<file path="src/rtl/rv_initiator.sv">
// rtl/rv_initiator.sv - single-outstanding ready/valid bus initiator with per-phase timeout
module rv_initiator #(
  parameter int WRITE_WIDTH = 8,
  parameter int READ_WIDTH  = 8,
  parameter int TIMEOUT     = 16
) (
  input  logic                   CLK_I,
  input  logic                   RST_I,
  // command side
  input  logic                   CMD_VALID_I,
  output logic                   CMD_READY_O,
  input  logic                   CMD_WRITE_I,
  input  logic [WRITE_WIDTH-1:0] CMD_DATA_I,
  // write channel to responder
  output logic                   WRITE_VALID_O,
  input  logic                   WRITE_READY_I,
  output logic [WRITE_WIDTH-1:0] WRITE_DATA_O,
  // read channel from responder
  output logic                   READ_READY_O,
  input  logic                   READ_VALID_I,
  input  logic [READ_WIDTH-1:0]  READ_DATA_I,
  // response side
  output logic                   RSP_VALID_O,
  input  logic                   RSP_READY_I,
  output logic [READ_WIDTH-1:0]  RSP_DATA_O,
  output logic                   RSP_ERR_O,
  output logic                   BUSY_O
);

  // Timer is at least one bit wide so a disabled timeout still elaborates cleanly.
  localparam int TW   = (TIMEOUT > 0) ? $clog2(TIMEOUT + 1) : 1;
  localparam int TLIM = (TIMEOUT > 0) ? TIMEOUT - 1 : 0;
  localparam logic [TW-1:0] TLIM_W = TW'(TLIM);
  localparam logic [TW-1:0] TSAT_W = {TW{1'b1}};

  typedef enum logic [1:0] {
    S_IDLE  = 2'd0,
    S_WRITE = 2'd1,
    S_READ  = 2'd2,
    S_RESP  = 2'd3
  } state_t;

  state_t                 r_state;
  state_t                 w_state_nxt;
  logic [WRITE_WIDTH-1:0] r_wdata;
  logic [READ_WIDTH-1:0]  r_rsp_data;
  logic                   r_rsp_err;
  logic [TW-1:0]          r_timer;

  logic w_accept;
  logic w_wr_hs;
  logic w_rd_hs;
  logic w_bus;
  logic w_expire;
  logic w_timeout;

  // Handshakes only count in the state that owns the channel; stray strobes elsewhere are ignored.
  always_comb begin
    w_accept  = (r_state == S_IDLE) && CMD_VALID_I;
    w_wr_hs   = (r_state == S_WRITE) && WRITE_READY_I;
    w_rd_hs   = (r_state == S_READ) && READ_VALID_I;
    w_bus     = (r_state == S_WRITE) || (r_state == S_READ);
    w_expire  = (TIMEOUT > 0) && (r_timer == TLIM_W);
    w_timeout = w_bus && w_expire && !w_wr_hs && !w_rd_hs;
  end

  // State register.
  always_ff @(posedge CLK_I) begin
    if (RST_I) begin
      r_state <= S_IDLE;
    end else begin
      r_state <= w_state_nxt;
    end
  end

  // Next-state logic; a handshake in the expiry cycle takes priority over the timeout.
  always_comb begin
    w_state_nxt = r_state;
    case (r_state)
      S_IDLE: begin
        if (CMD_VALID_I) begin
          w_state_nxt = CMD_WRITE_I ? S_WRITE : S_READ;
        end
      end
      S_WRITE: begin
        if (WRITE_READY_I || w_expire) begin
          w_state_nxt = S_RESP;
        end
      end
      S_READ: begin
        if (READ_VALID_I || w_expire) begin
          w_state_nxt = S_RESP;
        end
      end
      S_RESP: begin
        if (RSP_READY_I) begin
          w_state_nxt = S_IDLE;
        end
      end
      default: w_state_nxt = S_IDLE;
    endcase
  end

  // Channel strobes are pure decodes of the registered state.
  always_comb begin
    CMD_READY_O   = 1'b0;
    WRITE_VALID_O = 1'b0;
    READ_READY_O  = 1'b0;
    RSP_VALID_O   = 1'b0;
    BUSY_O        = 1'b1;
    case (r_state)
      S_IDLE: begin
        CMD_READY_O = 1'b1;
        BUSY_O      = 1'b0;
      end
      S_WRITE: WRITE_VALID_O = 1'b1;
      S_READ:  READ_READY_O  = 1'b1;
      S_RESP:  RSP_VALID_O   = 1'b1;
      default: BUSY_O        = 1'b1;
    endcase
  end

  // Payload latch and response capture; response registers only change on entry to RESP.
  always_ff @(posedge CLK_I) begin
    if (RST_I) begin
      r_wdata    <= '0;
      r_rsp_data <= '0;
      r_rsp_err  <= 1'b0;
    end else begin
      if (w_accept) begin
        r_wdata <= CMD_DATA_I;
      end
      if (w_rd_hs) begin
        r_rsp_data <= READ_DATA_I;
        r_rsp_err  <= 1'b0;
      end else if (w_wr_hs) begin
        r_rsp_data <= '0;
        r_rsp_err  <= 1'b0;
      end else if (w_timeout) begin
        r_rsp_data <= '0;
        r_rsp_err  <= 1'b1;
      end
    end
  end

  // Phase timer: counts bus-phase cycles, saturates, and sits at zero outside the bus phase.
  always_ff @(posedge CLK_I) begin
    if (RST_I) begin
      r_timer <= '0;
    end else if (w_bus) begin
      if (r_timer != TSAT_W) begin
        r_timer <= r_timer + TW'(1);
      end
    end else begin
      r_timer <= '0;
    end
  end

  assign WRITE_DATA_O = r_wdata;
  assign RSP_DATA_O   = r_rsp_data;
  assign RSP_ERR_O    = r_rsp_err;

endmodule

</file>
<file path="config.mk">
export PLATFORM = sky130hd
export DESIGN_NAME = rv_initiator
export DESIGN_NICKNAME = d
export VERILOG_FILES = /design/src/rtl/rv_initiator.sv
export SDC_FILE = /design/constraint.sdc
export NUM_CORES = 1
export LEC_CHECK = 0
export BUFFER_PORTS_ARGS = -buffer_cell sky130_fd_sc_hd__buf_2
export CORE_MARGIN = 10
export CORE_UTILIZATION = 44
export CTS_CLUSTER_DIAMETER = 120
export CTS_CLUSTER_SIZE = 12
export DETAILED_ROUTE_END_ITERATION = 6
export PLACE_DENSITY = 0.77
export SYNTH_ARGS = -nofsm -noshare
export SYNTH_HDL_FRONTEND = slang
export SYNTH_SLANG_ARGS = --single-unit
</file>
<file path="constraint.sdc">
create_clock -name CLK_I -period 3.4 [get_ports CLK_I]
set_input_delay 1.02 -clock CLK_I [delete_from_list [all_inputs] [get_ports CLK_I]]
set_output_delay 1.02 -clock CLK_I [all_outputs]
set_load 0.01 [all_outputs]
</file>
==> flow_summary_export.csv <==
group,metric,value,unit
placed_design,post-dp-hpwl,2.13,mm
layout,syn2layout_area_growth,24.3,%
cts,cts.path.max_buffers,2,
synthesis,synth-seq-area-share,0.449,
layout,drive_gt1_frac,0.325,
synthesis,synth-async-reset-ratio,0,
placed_design,portBuffers,44,
floorplanning,ioPinCount,45,
cts,cts_buffers,3,
timing,fin_crit_sh,0.724,
synthesis,avgSynthCellArea,9.38,um2
grt,grt_pass1_wl,4.03,mm
synthesis,synthTopCellsByArea,"dfxtp_1, ha_1, a21oi_1, a22oi_1, nor2_1",
drt,wire_per_inst,14.1,um
layout,utilization,0.590,
synthesis,synth.top_cells.by_count,"dfxtp_1, nor2_1, a21oi_1, nand2_1",
layout,multi_input_area,531,um2
floorplanning,start_util,0.474,
critical_path,r2r_slack,1.83,ns
drt,drtIter0Drc,54,
critical_path,required,2.38,ns
drt,final_antenna_net_count,0,
synthesis,synth_nets,145,
critical_path,critPathLaunchType,"register",
critical_path,crit_path_end_kind,"output port",
synthesis,ys.flop_type,"dfxtp_1",
drt,firstDrtPassIters,4,
timing,hold_violations,0,
layout,diodes,0,
grt,first_global_vias,916,
cts,clk-insertion-delay-late,0.30,ns
timing,max-slew-margin-rel,0.728,
worst_hold_path,worstHoldPathType,"register to register",
synthesis,synth_edf_count,0,
floorplanning,rows,17,
placed_design,routabilityCongestion,0.831,
timing,worst_slew_pin_slew,0.408,ns
power,p_per_area,725,mW/mm2
floorplanning,die_x,69.3,um
synthesis,ys_warn_count,0,
synthesis,synth_top_area_frac,0.449,
synthesis,synth-seq-cells,24,
cts,root_buffer,"clkbuf_4",
timing,period_needed,2.46,ns
timing,tns,0,ns
timing,fin_worst_skew,0.00224,ns
timing,max_freq,0.406,GHz
grt,antenna_found_initial,0,
drt,drc_errors,0,
cts,cts_resized,0,
cts,cts_hold_buf,0,
floorplanning,die_area,0.00480,mm2
synthesis,yosys.cell_types.count,28,
critical_path,worstPathArrival,1.44,ns
outcome,status,"finished, final reports clean",
layout,nets,189,
cts,cts_max_level,1,
timing,slew_viol_final,0,
floorplanning,coreArea,0.00225,mm2
drt,vias,932,
critical_path,crit_type,"register to output port",
synthesis,yosysTopAreaCell,"dfxtp_1",
power,vdd.ir_drop.worst,0.503,mV
timing,finalSetupViolations,0,
layout,n_fill_cell,208,
critical_path,crit_fanout,11,
synthesis,netlist_instances,114,
cts,cts_sinks,24,
grt,overflow,0,
synthesis,yosysMostFrequentCell,"dfxtp_1",
synthesis,syn_area,0.00107,mm2
cts,path_clk_slew,0.12,ns
timing,grt_setup_unrepaired,"no",
layout,regArea,480,um2
drt,vias_per_cell,5.04,
grt,grt_max_degree,21,
drt,drt_wl_total,2.60,mm
grt,grt_usage,0.0985,
power,p_leak,0.000641,uW
floorplanning,die_h,69.3,um
job,drv_cap,0,
cts,post-cts-setup-buffers,0,
cts,cts_tree,"done",
stage by stage:
stage	power (uW)	hold slack (ns)	area, um2	std cells	setup WS [ns]
final	965	0.469	1330	185	0.938
after global routing	1030	0.484	1330	185	0.797
after detailed placement	829	0.452	1290	181	1.27
after floorplan	716	0.472	1070	114	1.50
after CTS	975	0.469	1330	185	0.916
after global placement	810	0.438	1290	181	1.31
sequential cells by signal (all words and copies together), names as in the netlist:
signal / flops
r_timer: 5
RSP_ERR_O: 1
RSP_DATA_O: 8
WRITE_DATA_O: 8
r_state: 2
kinds of logic (layout without fill, tap and decap cells):
| logic type | count (synthesis) | count (layout) | synth area share |
|---|---|---|---|
| AO/OA/AOI/OAI | 26 | 26 | 0.184 |
| XOR/XNOR | 3 | 3 | 0.0246 |
| adder cells (fa/ha/maj) | 8 | 8 | 0.0936 |
| buffers and inverters | 11 | 54 | 0.0550 |
| flip-flops | 24 | 24 | 0.449 |
| multiplexers | 3 | 3 | 0.0281 |
| AND/OR/NAND/NOR | 39 | 39 | 0.166 |
cell usage in the layout (no fill, tap or decap), types with 2 or more instances in the layout:
cell type | synthesis | routed
buf_2 | 1 | 44
dfxtp_1 | 24 | 24
nor2_1 | 14 | 14
a21oi_1 | 12 | 12
nand2_1 | 9 | 9
nand3_1 | 8 | 8
a22oi_1 | 8 | 8
ha_1 | 8 | 8
inv_1 | 5 | 5
nand2b_1 | 3 | 3
mux2i_1 | 3 | 3
clkbuf_4 | 0 | 3
xor2_1 | 2 | 2
a311oi_1 | 2 | 2
worst max-delay path, cell delays in order (launching register included):
cell and delay [ns]:
dfxtp_1 0.36, inv_1 0.11, ha_1 0.41, clkinv_4 0.10, buf_2 0.15
power by group:
group          total, uW  internal (uW)  switching, uW
sequential           364            330           33.7
clock                146           65.3           80.6
combinational        455            191            265
path summary, 6_finish.rpt:
kind	to	cells past startpoint	from
max	BUSY_O	4	r_state[0]$_SDFFE_PP0P_
min	WRITE_DATA_O[3]$_SDFFE_PP0P_	2	WRITE_DATA_O[3]$_SDFFE_PP0P_
max reg2reg	r_state[0]$_SDFFE_PP0P_	6	r_timer[0]$_SDFFE_PP0P_
min reg2reg	WRITE_DATA_O[3]$_SDFFE_PP0P_	2	WRITE_DATA_O[3]$_SDFFE_PP0P_
area by class of cell:
| cell class | instances | area share |
|---|---|---|
| Tap cell | 28 | 0.0263 |
| Sequential cell | 24 | 0.361 |
| Inverter | 6 | 0.0207 |
| Multi-Input combinational cell | 79 | 0.399 |
| Clock buffer | 4 | 0.0273 |
| Timing Repair Buffer | 44 | 0.166 |
layer usage:
| layer | vias up | track usage | wire (um) |
|---|---|---|---|
| li1 | 476 | - | - |
| met1 | 430 | 0.0954 | 1030 |
| met2 | 24 | 0.189 | 1370 |
| met3 | 2 | 0.0357 | 186 |
| met4 | 0 | 0.0266 | 9 |
| met5 | - | 0 | 0 |
Power figures use the tool's default switching activity.
